`config.mk`:
```
export PLATFORM = sky130hd
export DESIGN_NAME = buffer_access_arbiter_flat
export DESIGN_NICKNAME = d
export VERILOG_FILES = /design/src/rtl/buffer_access_arbiter_if.sv /design/src/rtl/buffer_access_arbiter.sv /design/src/flat_wrapper.sv
export SDC_FILE = /design/constraint.sdc
export NUM_CORES = 1
export LEC_CHECK = 0
export CORE_AREA = 4 4 79 81
export DETAILED_ROUTE_END_ITERATION = 8
export DIE_AREA = 0 0 83 85
export PLACE_DENSITY = 0.84
export SLEW_MARGIN = 20
export SYNTH_ARGS = -nofsm -noshare
export SYNTH_HDL_FRONTEND = slang
export SYNTH_SLANG_ARGS = --single-unit
```
`constraint.sdc`:
```
create_clock -name clk -period 4.12 [get_ports clk]
set_input_delay 1.03 -clock clk [delete_from_list [all_inputs] [get_ports clk]]
set_output_delay 1.03 -clock clk [all_outputs]
set_load 0.02 [all_outputs]
```
`src/rtl/buffer_access_arbiter_if.sv`:
```
// ---------------------------------------------------------------------------
// buffer_access_arbiter_if
// Bundles the requester-facing handshake and the associative-buffer command
// bus of the buffer access arbiter.
//   req/req_ctrl/req_key/req_data : per-requester level request and operands
//   ack/resp_data/resp_valid      : one-hot completion pulse and response
//   dump_req/dump_ack             : readout request and end-of-window pulse
//   busy                          : arbiter is not idle
//   buf_*                         : command bus to / response from the buffer
// Modport slave is taken by the arbiter, master by its environment.
// ---------------------------------------------------------------------------
interface buffer_access_arbiter_if #(
   parameter int NUM_REQ    = 4,
   parameter int KEY_WIDTH  = 8,
   parameter int DATA_WIDTH = 8
);
   logic [NUM_REQ-1:0]            req;
   logic [2*NUM_REQ-1:0]          req_ctrl;
   logic [KEY_WIDTH*NUM_REQ-1:0]  req_key;
   logic [DATA_WIDTH*NUM_REQ-1:0] req_data;
   logic [NUM_REQ-1:0]            ack;
   logic [DATA_WIDTH-1:0]         resp_data;
   logic                          resp_valid;
   logic                          dump_req;
   logic                          dump_ack;
   logic                          busy;
   logic                          buf_cmd_valid;
   logic [1:0]                    buf_ctrl;
   logic [KEY_WIDTH-1:0]          buf_key;
   logic [DATA_WIDTH-1:0]         buf_data_in;
   logic                          buf_start_reading;
   logic [DATA_WIDTH-1:0]         buf_data_out;
   logic                          buf_valid;

   modport slave (
      input  req, req_ctrl, req_key, req_data, dump_req, buf_data_out, buf_valid,
      output ack, resp_data, resp_valid, dump_ack, busy,
             buf_cmd_valid, buf_ctrl, buf_key, buf_data_in, buf_start_reading
   );

   modport master (
      output req, req_ctrl, req_key, req_data, dump_req, buf_data_out, buf_valid,
      input  ack, resp_data, resp_valid, dump_ack, busy,
             buf_cmd_valid, buf_ctrl, buf_key, buf_data_in, buf_start_reading
   );
endinterface

```
`src/rtl/buffer_access_arbiter.sv`:
```
// ---------------------------------------------------------------------------
// buffer_access_arbiter
// Shares one associative buffer between NUM_REQ round-robin requesters and a
// dump (readout) requester. A granted command is latched, presented to the
// buffer for exactly one cycle, the buffer response is captured and returned
// with a one-cycle one-hot ack. A dump pulses buf_start_reading and then
// blocks all access for DUMP_CYCLES cycles, ending with a dump_ack pulse.
// Ports:
//   clk        : clock, rising edge
//   sync_reset : synchronous active-high reset
//   bus        : buffer_access_arbiter_if.slave (requesters, dump, buffer)
// All outputs are registers; buf_ctrl/buf_key/buf_data_in are the latched
// command and are qualified by buf_cmd_valid.
// ---------------------------------------------------------------------------
module buffer_access_arbiter #(
   parameter int NUM_REQ     = 4,
   parameter int KEY_WIDTH   = 8,
   parameter int DATA_WIDTH  = 8,
   parameter int DUMP_CYCLES = 16
) (
   input  logic                  clk,
   input  logic                  sync_reset,
   buffer_access_arbiter_if.slave bus
);
   localparam int IDX_W = (NUM_REQ > 1) ? $clog2(NUM_REQ) : 1;
   localparam int CNT_W = $clog2(DUMP_CYCLES + 1);
   localparam logic [CNT_W-1:0] CNT_LAST = CNT_W'(DUMP_CYCLES - 1);
   localparam logic [IDX_W-1:0] IDX_LAST = IDX_W'(NUM_REQ - 1);

   typedef enum logic [2:0] {
      ST_IDLE       = 3'd0,
      ST_ISSUE      = 3'd1,
      ST_RESP       = 3'd2,
      ST_DUMP_START = 3'd3,
      ST_DUMP_WAIT  = 3'd4
   } state_t;

   state_t                state_r, state_nx_s;
   logic [CNT_W-1:0]      cnt_r, cnt_nx_s;
   logic [IDX_W-1:0]      rr_ptr_r;
   logic [IDX_W-1:0]      win_r;
   logic [IDX_W-1:0]      win_idx_s;
   logic                  win_found_s;
   logic [1:0]            ctrl_r;
   logic [KEY_WIDTH-1:0]  key_r;
   logic [DATA_WIDTH-1:0] data_r;
   logic [DATA_WIDTH-1:0] resp_data_r;
   logic                  resp_valid_r;
   logic [NUM_REQ-1:0]    ack_r, ack_nx_s;
   logic                  dump_ack_r, dump_ack_nx_s;
   logic                  busy_r;
   logic                  cmd_valid_r;
   logic                  start_rd_r;
   logic                  ld_cmd_s;
   logic                  cap_resp_s;
   logic                  adv_ptr_s;

   // Index 'off' places above 'base', wrapped into 0..NUM_REQ-1.
   function automatic logic [IDX_W-1:0] wrap_idx(input logic [IDX_W-1:0] base, input int off);
      int sum;
      sum = int'(base) + off;
      if (sum >= NUM_REQ) begin
         sum = sum - NUM_REQ;
      end else begin
         sum = sum;
      end
      return IDX_W'(sum);
   endfunction

   // Round-robin pick: first active request at or above the pointer, wrapping.
   always_comb begin
      win_found_s = 1'b0;
      win_idx_s   = {IDX_W{1'b0}};
      for (int k = 0; k < NUM_REQ; k++) begin
         if (!win_found_s && bus.req[wrap_idx(rr_ptr_r, k)]) begin
            win_found_s = 1'b1;
            win_idx_s   = wrap_idx(rr_ptr_r, k);
         end else begin
            win_found_s = win_found_s;
         end
      end
   end

   // Next state, latch enables and next values of the registered outputs.
   always_comb begin
      state_nx_s    = state_r;
      cnt_nx_s      = cnt_r;
      ld_cmd_s      = 1'b0;
      cap_resp_s    = 1'b0;
      adv_ptr_s     = 1'b0;
      ack_nx_s      = {NUM_REQ{1'b0}};
      dump_ack_nx_s = 1'b0;
      case (state_r)
         ST_IDLE: begin
            // Dump outranks every ordinary requester.
            if (bus.dump_req) begin
               state_nx_s = ST_DUMP_START;
            end else if (win_found_s) begin
               state_nx_s = ST_ISSUE;
               ld_cmd_s   = 1'b1;
            end else begin
               state_nx_s = ST_IDLE;
            end
         end
         ST_ISSUE: begin
            state_nx_s = ST_RESP;
            cap_resp_s = 1'b1;
         end
         ST_RESP: begin
            state_nx_s = ST_IDLE;
            adv_ptr_s  = 1'b1;
         end
         ST_DUMP_START: begin
            state_nx_s = ST_DUMP_WAIT;
            cnt_nx_s   = {CNT_W{1'b0}};
         end
         ST_DUMP_WAIT: begin
            if (cnt_r == CNT_LAST) begin
               state_nx_s = ST_IDLE;
            end else begin
               cnt_nx_s = cnt_r + CNT_W'(1'b1);
            end
         end
         default: begin
            state_nx_s = ST_IDLE;
         end
      endcase

      if (state_nx_s == ST_RESP) begin
         ack_nx_s = NUM_REQ'(1'b1) << win_r;
      end else begin
         ack_nx_s = {NUM_REQ{1'b0}};
      end

      // The last window cycle is the one whose counter value is DUMP_CYCLES-1.
      if ((state_nx_s == ST_DUMP_WAIT) && (cnt_nx_s == CNT_LAST)) begin
         dump_ack_nx_s = 1'b1;
      end else begin
         dump_ack_nx_s = 1'b0;
      end
   end

   // State, pointer, operand latches, response capture and output registers.
   always_ff @(posedge clk) begin
      if (sync_reset) begin
         state_r      <= ST_IDLE;
         cnt_r        <= {CNT_W{1'b0}};
         rr_ptr_r     <= {IDX_W{1'b0}};
         win_r        <= {IDX_W{1'b0}};
         ctrl_r       <= 2'b00;
         key_r        <= {KEY_WIDTH{1'b0}};
         data_r       <= {DATA_WIDTH{1'b0}};
         resp_data_r  <= {DATA_WIDTH{1'b0}};
         resp_valid_r <= 1'b0;
         ack_r        <= {NUM_REQ{1'b0}};
         dump_ack_r   <= 1'b0;
         busy_r       <= 1'b0;
         cmd_valid_r  <= 1'b0;
         start_rd_r   <= 1'b0;
      end else begin
         state_r     <= state_nx_s;
         cnt_r       <= cnt_nx_s;
         ack_r       <= ack_nx_s;
         dump_ack_r  <= dump_ack_nx_s;
         busy_r      <= (state_nx_s != ST_IDLE);
         cmd_valid_r <= (state_nx_s == ST_ISSUE);
         start_rd_r  <= (state_nx_s == ST_DUMP_START);
         if (ld_cmd_s) begin
            win_r  <= win_idx_s;
            ctrl_r <= bus.req_ctrl[2*int'(win_idx_s) +: 2];
            key_r  <= bus.req_key[KEY_WIDTH*int'(win_idx_s) +: KEY_WIDTH];
            data_r <= bus.req_data[DATA_WIDTH*int'(win_idx_s) +: DATA_WIDTH];
         end
         // The buffer answers combinationally while the command is presented.
         if (cap_resp_s) begin
            resp_data_r  <= bus.buf_data_out;
            resp_valid_r <= bus.buf_valid;
         end
         if (adv_ptr_s) begin
            if (win_r == IDX_LAST) begin
               rr_ptr_r <= {IDX_W{1'b0}};
            end else begin
               rr_ptr_r <= win_r + IDX_W'(1'b1);
            end
         end
      end
   end

   assign bus.ack               = ack_r;
   assign bus.dump_ack          = dump_ack_r;
   assign bus.busy              = busy_r;
   assign bus.buf_cmd_valid     = cmd_valid_r;
   assign bus.buf_start_reading = start_rd_r;
   assign bus.buf_ctrl          = ctrl_r;
   assign bus.buf_key           = key_r;
   assign bus.buf_data_in       = data_r;
   assign bus.resp_data         = resp_data_r;
   assign bus.resp_valid        = resp_valid_r;
endmodule

```
`src/flat_wrapper.sv`:
```
// flat-port wrapper written by rule: the top's interface ports become plain ports
module buffer_access_arbiter_flat 
#(
   parameter int NUM_REQ     = 4,
   parameter int KEY_WIDTH   = 8,
   parameter int DATA_WIDTH  = 8,
   parameter int DUMP_CYCLES = 16
)
  (clk, sync_reset, bus_req, bus_req_ctrl, bus_req_key, bus_req_data, bus_dump_req, bus_buf_data_out, bus_buf_valid, bus_ack, bus_resp_data, bus_resp_valid, bus_dump_ack, bus_busy, bus_buf_cmd_valid, bus_buf_ctrl, bus_buf_key, bus_buf_data_in, bus_buf_start_reading);
  buffer_access_arbiter_if #(.NUM_REQ(NUM_REQ), .KEY_WIDTH(KEY_WIDTH), .DATA_WIDTH(DATA_WIDTH)) bus_i ();
  input  logic clk;
  input  logic sync_reset;
  input wire logic [$bits(bus_i.req)-1:0] bus_req;
  input wire logic [$bits(bus_i.req_ctrl)-1:0] bus_req_ctrl;
  input wire logic [$bits(bus_i.req_key)-1:0] bus_req_key;
  input wire logic [$bits(bus_i.req_data)-1:0] bus_req_data;
  input wire logic [$bits(bus_i.dump_req)-1:0] bus_dump_req;
  input wire logic [$bits(bus_i.buf_data_out)-1:0] bus_buf_data_out;
  input wire logic [$bits(bus_i.buf_valid)-1:0] bus_buf_valid;
  output wire logic [$bits(bus_i.ack)-1:0] bus_ack;
  output wire logic [$bits(bus_i.resp_data)-1:0] bus_resp_data;
  output wire logic [$bits(bus_i.resp_valid)-1:0] bus_resp_valid;
  output wire logic [$bits(bus_i.dump_ack)-1:0] bus_dump_ack;
  output wire logic [$bits(bus_i.busy)-1:0] bus_busy;
  output wire logic [$bits(bus_i.buf_cmd_valid)-1:0] bus_buf_cmd_valid;
  output wire logic [$bits(bus_i.buf_ctrl)-1:0] bus_buf_ctrl;
  output wire logic [$bits(bus_i.buf_key)-1:0] bus_buf_key;
  output wire logic [$bits(bus_i.buf_data_in)-1:0] bus_buf_data_in;
  output wire logic [$bits(bus_i.buf_start_reading)-1:0] bus_buf_start_reading;
  assign bus_i.req = bus_req;
  assign bus_i.req_ctrl = bus_req_ctrl;
  assign bus_i.req_key = bus_req_key;
  assign bus_i.req_data = bus_req_data;
  assign bus_i.dump_req = bus_dump_req;
  assign bus_i.buf_data_out = bus_buf_data_out;
  assign bus_i.buf_valid = bus_buf_valid;
  assign bus_ack = bus_i.ack;
  assign bus_resp_data = bus_i.resp_data;
  assign bus_resp_valid = bus_i.resp_valid;
  assign bus_dump_ack = bus_i.dump_ack;
  assign bus_busy = bus_i.busy;
  assign bus_buf_cmd_valid = bus_i.buf_cmd_valid;
  assign bus_buf_ctrl = bus_i.buf_ctrl;
  assign bus_buf_key = bus_i.buf_key;
  assign bus_buf_data_in = bus_i.buf_data_in;
  assign bus_buf_start_reading = bus_i.buf_start_reading;
  buffer_access_arbiter #(.NUM_REQ(NUM_REQ), .KEY_WIDTH(KEY_WIDTH), .DATA_WIDTH(DATA_WIDTH), .DUMP_CYCLES(DUMP_CYCLES)) u_core (.clk(clk), .sync_reset(sync_reset), .bus(bus_i));
endmodule
```
==> Word-level counts from Yosys, hierarchy flattened <==
Cells that the tools add are included.
W data, S select, Z words.
{ "totals": {"regBits": 47, "out_inout_bits": 35} }
{ "classes": {"mux": 33, "n_reduce_logical": 10, "order_cmp": 8, "n_eq_ne": 11, "n_shift": 4, "n_bitwise": 1, "addsub": 9} }
{ "op_table": {"columns": ["operator", "n"], "rows": [
  ["$shiftx A32 B6 Y8", 2],
  ["$mux W2", 9],
  ["$mux W1", 15],
  ["$eq A3 B2 Y1 const B", 4],
  ["$lt A2 B3 Y1 const B", 4],
  ["$pmux W3 S4", 1],
  ["$eq A5 B4 Y1 const B", 2],
  ["$pmux W5 S2", 1],
  ["$ge A3 B3 Y1 const B", 3],
  ["$bmux W1 S2", 4],
  ["$shiftx A8 B4 Y2", 1],
  ["$sub A2 B1 Y2 const B", 4],
  ["$add A2 B2 Y3 const B", 2],
  ["$eq A3 B1 Y1 const B", 2],
  ["$eq A3 B3 Y1 const B", 2],
  ["$mux W3", 2],
  ["$add A5 B1 Y5 const B", 1],
  ["$mux W5", 1],
  ["$logic_and A1 B1 Y1", 4],
  ["$shl A1 B2 Y4 const A", 1],
  ["$add A2 B1 Y3 const B", 1],
  ["$ge A2 B3 Y1 const B", 1],
  ["$logic_not A1 Y1", 3],
  ["$logic_not A3 Y1", 1],
  ["other kinds (5)", 5]
]} }

==> Logic depth before layout (Yosys ltp) <==
{ "depth": {"ltp_word": 20, "mapped_depth": 8, "mapped_depth_nobuf": 6} }

==> Worst setup path before layout <==
Ideal clock, no wire load.
{ "synth_path": {"path_type": "input port to flip-flop", "start": "input bus_req[3]", "end": "register u_core.data_r[0], in the netlist u_core.bus.buf_data_in[0]", "setup_time_ps": 128, "setup_slack_ps": 1748, "t_required_ps": 3992, "path_stages": 7, "t_arrival_ps": 2244, "path_cell_list": "inv_1 a22o_1 a221oi_1 nand2b_1 buf_6 buf_12 o221ai_2"} }
{ "synth_between": {"elab_chain_cells": 15, "elab_cells_between_ends": 26, "classes_between": "1 x shift; 19 x mux; 6 x reduce/logical"} }
{ "synth_rtl": {"columns": ["element", "line", "rtl"], "rows": [
  ["start, declared", "flat_wrapper.sv:13", "input wire logic [$bits(bus_i.req)-1:0] bus_req;"],
  ["parallel branches: the longest is 15 deep, another holds $bmux W1 S2", null, null],
  ["end signal, assigned", "buffer_access_arbiter.sv:152", "data_r <= {DATA_WIDTH{1'b0}};"],
  ["end signal, assigned", "buffer_access_arbiter.sv:172", "data_r <= bus.req_data[DATA_WIDTH*int'(win_idx_s) +: DATA_WIDTH];"],
  ["end, declared", "buffer_access_arbiter.sv:46", "logic [DATA_WIDTH-1:0] data_r;"]
]} }
Parallel ways; which one is timed is not known. The select of a mux whose other input is x is not followed.
A chain may end at the register's enable or synchronous reset.

==> Worst setup path in the final report <==
{ "layout_path": {"start": "input bus_req[0]", "end": "register u_core.ctrl_r[1], in the netlist u_core.bus.buf_ctrl[1]"} }
{ "layout_between": {"elab_chain_cells": 15, "elab_cells_between_ends": 26, "classes_between": "1 x shift; 19 x mux; 6 x reduce/logical"} }
{ "layout_rtl": {"columns": ["element", "line", "rtl"], "rows": [
  ["parallel branches: the longest is 15 deep, another holds $bmux W1 S2", null, null],
  ["end signal, assigned", "buffer_access_arbiter.sv:170", "ctrl_r <= bus.req_ctrl[2*int'(win_idx_s) +: 2];"],
  ["end, declared", "buffer_access_arbiter.sv:44", "logic [1:0] ctrl_r;"]
]} }
Parallel ways; which one is timed is not known. The select of a mux whose other input is x is not followed.

==> results.sh <==
export IMPL_crit_path_max_incr_delay_ns=0.50
export IMPL_timing_max_transition_violations_final=0
export IMPL_startpoint_type="primary input"
export IMPL_ys_flop_type="dfxtp_1"
export IMPL_io_pins=123
export IMPL_insertion_delay_ns=0.30
export IMPL_clock_fmax_mhz=360
export IMPL_wl_per_cell_um=16.0
export IMPL_antenna_cells=0
export IMPL_synth_cells=225
export IMPL_cts_resized=0
export IMPL_grt_overflow=0
export IMPL_worst_path_max_fanout=37
export IMPL_ys_top_cells_by_area="dfxtp_1 41%, mux2i_1 21%, o221ai_2 7.2%, nand2_1 3.6%, nor2_1 3.1%"
export IMPL_dpl_hpwl_um=5190
export IMPL_hp_start="u_core.bus.buf_data_in[4]"
export IMPL_multi_input_area_mm2=0.00124
export IMPL_dpl_cell_count=409
export IMPL_worstPathArrival_ns=2.96
export IMPL_clock_sinks=47
export IMPL_fin_hold_ws_ns=0.472
export IMPL_synth_top_area_share_pct=41.1
export IMPL_cts_tree="yes"
export IMPL_port_buffers=122
export IMPL_numCtsBuffers=5
export IMPL_dp_worst_setup_slack_ns=1.03
export IMPL_h_tree_depth=2
export IMPL_critPathCaptureType="register"
export IMPL_hold_buffers=0
export IMPL_rsz0062_at_grt="false"
export IMPL_grt_pass1_wl_um=10900
export IMPL_post_route_period_util_pct=67.4
export IMPL_utilization_pct=66.2
export IMPL_finalPower_mw=1.12
export IMPL_coreArea_mm2=0.00547
export IMPL_die_area_mm2=0.00706
export IMPL_drtPass1Iterations=4
export IMPL_synth_top_area_cell="dfxtp_1"
export IMPL_worst_pin_slew_ns=0.625
export IMPL_min_path_cells=2
export IMPL_synth_seq_cells=47
export IMPL_regArea_um2=941
export IMPL_rows=27
export IMPL_period_needed_ns=2.78
export IMPL_p_per_area_mw_per_mm2=308
export IMPL_design_area_mm2=0.00362
export IMPL_path_cells="clkdlybuf4s50_1, a21oi_1, o21ai_0, a21oi_4, buf_4, mux2i_1, o221ai_1"
export IMPL_fp_dieH_um=85
export IMPL_clk_path_buf_depth=2
export IMPL_syn_area_mm2=0.00229
export IMPL_syn_nets=315
export IMPL_yosys_cell_count_top_type="mux2i_1"
export IMPL_synthTopCellsByCount="49 x mux2i_1, 47 x dfxtp_1, 22 x nand2_1"
export IMPL_status="complete, no violations"
export IMPL_drt_iter0_markers=69
export IMPL_cts_root_buffer_cell="clkbuf_8"
export IMPL_critical_path_required_ns=4.30
export IMPL_die_w_um=83
export IMPL_fillCellCount=440
export IMPL_synth_edff_count=0
export IMPL_drive_gt1_share_pct=8.12
export IMPL_clock_skew_ns=0.00758
export IMPL_grt_usage_pct=18.7
export IMPL_endpoint="u_core.bus.buf_ctrl[1]"
export IMPL_gp_congestion=0.828
export IMPL_nets=434
export IMPL_critPathLaunch="bus_req[0]"
export IMPL_rrSetupSlack_ns=2.18
export IMPL_hold_path_class="register to register"
export IMPL_drv_cap=0
export IMPL_ys_async_sr_fraction_pct=0
export IMPL_remaining_drc_errors=0
export IMPL_setup_viol=0
export IMPL_viasPerCell=5.09
export IMPL_slew_headroom_pct=58.2
export IMPL_wl_um=6650
export IMPL_syn_avg_cell_area_um2=10.2
export IMPL_ant_nets=0
export IMPL_synthToLayoutAreaGrowth_pct=58.1
export IMPL_reg2reg_to="u_core.bus.buf_ctrl[1]"
export IMPL_ys_warn_count=0
export IMPL_place_area_mm2=0.00354
export IMPL_start_util_pct=41.9
export IMPL_p_leak_nw=1.33
export IMPL_antenna_found_initial=0
export IMPL_ys_types=36
export IMPL_vdd_drop_max_v=0.000212
export IMPL_critPathSlowestCell="buf_4"
export IMPL_vias=2121
export IMPL_clk_pin_slew_ns=0.09
export IMPL_r2r_cells=6
export IMPL_grt_pass1_vias=2081
export IMPL_grt_max_degree=38
export IMPL_fin_cells=417
export IMPL_post_cts_setup_buffers=0
export IMPL_tns_ns=0
export IMPL_timing_rr_start="u_core.state_r[0]"
export IMPL_path_class="primary input to register"
export IMPL_hold_violations=0
export IMPL_ys_seq_area_share_pct=41.1
export IMPL_setup_slack_ns=1.34
## kinds of logic after synthesis
kind of cell | synth area share [%]
adders and majority gates | 1.09
muxes | 21.4
DFF | 41.1
buffers and inverters | 5.35
and+or+nand+nor | 16.6
AOI/OAI and AO/OA | 14.5
## sequential cells by signal, summed over array words and instances (netlist names)
signal and cells:
u_core.bus.resp_data 8, u_core.bus.buf_cmd_valid 1, u_core.cnt_r 5, u_core.bus.buf_key 8, u_core.bus.dump_ack 1, u_core.bus.resp_valid 1
u_core.rr_ptr_r 2, u_core.bus.buf_ctrl 2, u_core.state_r 3, u_core.bus.ack 4, u_core.bus.busy 1, u_core.bus.buf_data_in 8
u_core.bus.buf_start_reading 1, u_core.win_r 2
## critical path, delay by kind of cell
kind,cells,cell delay (ns)
buf+inv,2,0.97
mux,1,0.31
compound gates,4,0.61
## area by class of cell
cell class / count / area share, %
inverters: 4 / 0.415
clock inverters: 2 / 0.346
multi-input cells: 160 / 34.2
clock buffers: 6 / 2.00
flip-flops and latches: 47 / 26.0
repair buffers: 126 / 34.6
well taps: 72 / 2.49
## report_power, final
group          switching, mW  internal, mW  total (mW)  leakage [nW]
clock                  0.154         0.119       0.273        0.0412
sequential            0.0216         0.489       0.510         0.384
combinational          0.147         0.185       0.333         0.909
## worst min path at each step
| stage | end | slack, ns |
|---|---|---|
| 6_report | u_core.bus.buf_data_in[4] | 0.47 |
| 5_1_grt | u_core.bus.buf_data_in[4] | 0.49 |
| 2_1_floorplan | u_core.state_r[1] | 0.44 |
| 4_1_cts | u_core.bus.buf_data_in[4] | 0.48 |
| 3_5_place_dp | u_core.bus.buf_ctrl[0] | 0.45 |
| 3_3_place_gp | u_core.bus.buf_key[0] | 0.44 |
## routing by layer
metal | vias up | track usage (%) | part of all wire, %
met2 | 87 | 30.6 | 47
met4 | 0 | 3.57 | 0.81
met1 | 962 | 24.6 | 46
li1 | 1065 | - | -
met5 | - | 0 | 0
met3 | 7 | 5.83 | 7.1
## layout by cell type, fill, tap and decap left out, types with 2 or more instances in the layout
cell             count
nor2b_1              3
nand3_1              3
nor3b_1              3
or2_2                2
o221ai_2            11
clkbuf_8             5
nor3_1               4
o21ai_0              2
nand2b_1             5
ha_1                 2
o221ai_1             7
mux2i_1             49
clkdlybuf4s50_1    122
nand2_1             22
a21oi_1              8
inv_1                4
nor2_1              19
dfxtp_1             47
buf_4                4
nor4_1               4
(Power assumes the default switching activity.)
==> variant: new RTL, same settings <==
`KEY_WIDTH` is set to 8 in 3 places; all go to 6.
--- a/src/rtl/buffer_access_arbiter_if.sv
+++ b/src/rtl/buffer_access_arbiter_if.sv
@@ -11,7 +11,7 @@
 // ---------------------------------------------------------------------------
 interface buffer_access_arbiter_if #(
    parameter int NUM_REQ    = 4,
-   parameter int KEY_WIDTH  = 8,
+   parameter int KEY_WIDTH  = 6,
    parameter int DATA_WIDTH = 8
 );
    logic [NUM_REQ-1:0]            req;
--- a/src/rtl/buffer_access_arbiter.sv
+++ b/src/rtl/buffer_access_arbiter.sv
@@ -14,7 +14,7 @@
 // ---------------------------------------------------------------------------
 module buffer_access_arbiter #(
    parameter int NUM_REQ     = 4,
-   parameter int KEY_WIDTH   = 8,
+   parameter int KEY_WIDTH   = 6,
    parameter int DATA_WIDTH  = 8,
    parameter int DUMP_CYCLES = 16
 ) (
--- a/src/flat_wrapper.sv
+++ b/src/flat_wrapper.sv
@@ -2,7 +2,7 @@
 module buffer_access_arbiter_flat 
 #(
    parameter int NUM_REQ     = 4,
-   parameter int KEY_WIDTH   = 8,
+   parameter int KEY_WIDTH   = 6,
    parameter int DATA_WIDTH  = 8,
    parameter int DUMP_CYCLES = 16
 )
Ports: changed (resized bus_buf_key and bus_req_key); port bits go from 123 to 113. No check against the original RTL was run, so the function may have changed too.
==> variant against the unedited design <==
Global-route usage shrank 1.4 points. Sequential cell count shrank 2. Worst setup slack gained 0.17 ns. Critical path depth shrank 1. First-iteration DRC count shrank 7.2%. Final area shrank 3.4%. Register-to-register slack gained 0.25 ns. Clock skew shrank 0.0034 ns. Synthesized area shrank 2.8%. Routed wire length shrank 9.9%. Power grew 5.9%. Highest routed layer unchanged.
==> variant: results (changes against the unedited design) <==
worst-margin pin slew 0.869 ns (+0.244 ns); synth top area cells dfxtp_1 (40%), mux2i_1 (16%), o221ai_2 (7.4%), nand2_1 (6.6%), a21oi_1 (3.6%); Yosys cell types 45 (+25%); Worst path max stage delay 0.48 ns (-0.02 ns); routability cong. 0.842 (+1.7%); Layout Nets 414 (-4.6%); drt first-iter violations 64 (-7.2%); port bufs 112 (-8.2%); DRT Wirelength 5990 µm (-9.9%); all-layer global routing usage 17.3% (-1.4 points); CP arrival 2.77 ns (-0.19 ns); commonest cells in the netlist dfxtp_1 (45), nand2_1 (39), mux2i_1 (36), a21oi_1 (16), nor2_1 (12); Static Leakage 1.28 nW (-4.1%); HP Class reg -> reg; via count 2051 (-3.3%); HPWL after DPL 4760 µm (-8.3%); global-route wire length before repair 10100 µm (-6.7%); # H-tree levels 2 (unchanged); Peak VDD IR 0.000310 V (+46%); syn_nets 304 (-3.5%); CP max-delay cell clkdlybuf4s50_1; pin count of the biggest net entering global routing 23 (-39%); CP Max Fanout 16 (-57%); layout cells sized above 1 9.91% (+1.8 points); sequential-to-total area share from yosys stat 40.4% (-0.62 points); Worst Skew 0.00415 ns (-0.00342 ns); status completed
-- variant: changes by cell type after synthesis, moves of 3 or more --
cell / before / now
nand2_1: 22 / 39
nor2_1: 19 / 12
a21oi_1: 9 / 16
buf_2: 7 / 2
nor4_1: 4 / 1
buf_6: 4 / 1
mux2i_1: 49 / 36
buf_4: 0 / 3
and2_1: 0 / 3
-- variant: final cells by class --
class / instances / area [µm²]
fillers: 461 / 1980
repair buffers: 114 / 1140
clock inverters: 3 / 65.1
inverters: 4 / 15.0
multi-input cells: 162 / 1220
well taps: 72 / 90.1
flip-flops and latches: 45 / 901
clock buffers: 5 / 68.8
-- variant: path summary, 6_finish.rpt --
check	start	to	slack, ns	depth (start not counted)
worst max-delay path	bus_req[3]	u_core.bus.buf_data_in[7]	1.52	6
worst min register to register	u_core.bus.resp_data[6]	u_core.bus.resp_data[6]	0.46	2
worst max register to register	u_core.rr_ptr_r[0]	u_core.bus.buf_data_in[7]	2.43	5
worst min-delay path	u_core.bus.resp_data[6]	u_core.bus.resp_data[6]	0.46	2
-- variant: power by group --
part           total (mW)  switching, mW  internal [mW]
Clock               0.382          0.142          0.241
Sequential          0.490         0.0222          0.467
Combinational       0.310          0.141          0.169
-- variant: logic make-up after synthesis --
kind of cell | after synthesis | synth area share [%]
mux | 36 | 16.2
xor+xnor | 1 | 0.393
flops | 45 | 40.4
buf+inv | 15 | 4.72
simple gates | 81 | 19.4
compound gates | 42 | 17.8
fa+ha+maj | 2 | 1.12
-- variant: per-layer routing --
layer  track usage [%]  part of all wire, %
met5                 0                    0
met2              28.9                   47
met4              4.61                  1.2
met1              21.1                   43
met3              6.31                  8.8
-- variant: tightest hold or removal path, delay by kind of cell, from the launching register on --
family / cells / cell delay, ns
flops: 1 / 0.32
simple gates: 1 / 0.05
compound gates: 1 / 0.05
-- variant: through the flow --
stage	setup slack, ns	hold WS (ns)	cell area (µm²)	cells
6_report	1.52	0.461	3500	405
3_3_place_gp	1.28	0.441	3360	397
4_1_cts	1.50	0.462	3500	405
3_5_place_dp	1.19	0.446	3360	397
2_1_floorplan	1.84	0.459	2230	222
5_1_grt	1.39	0.485	3500	405
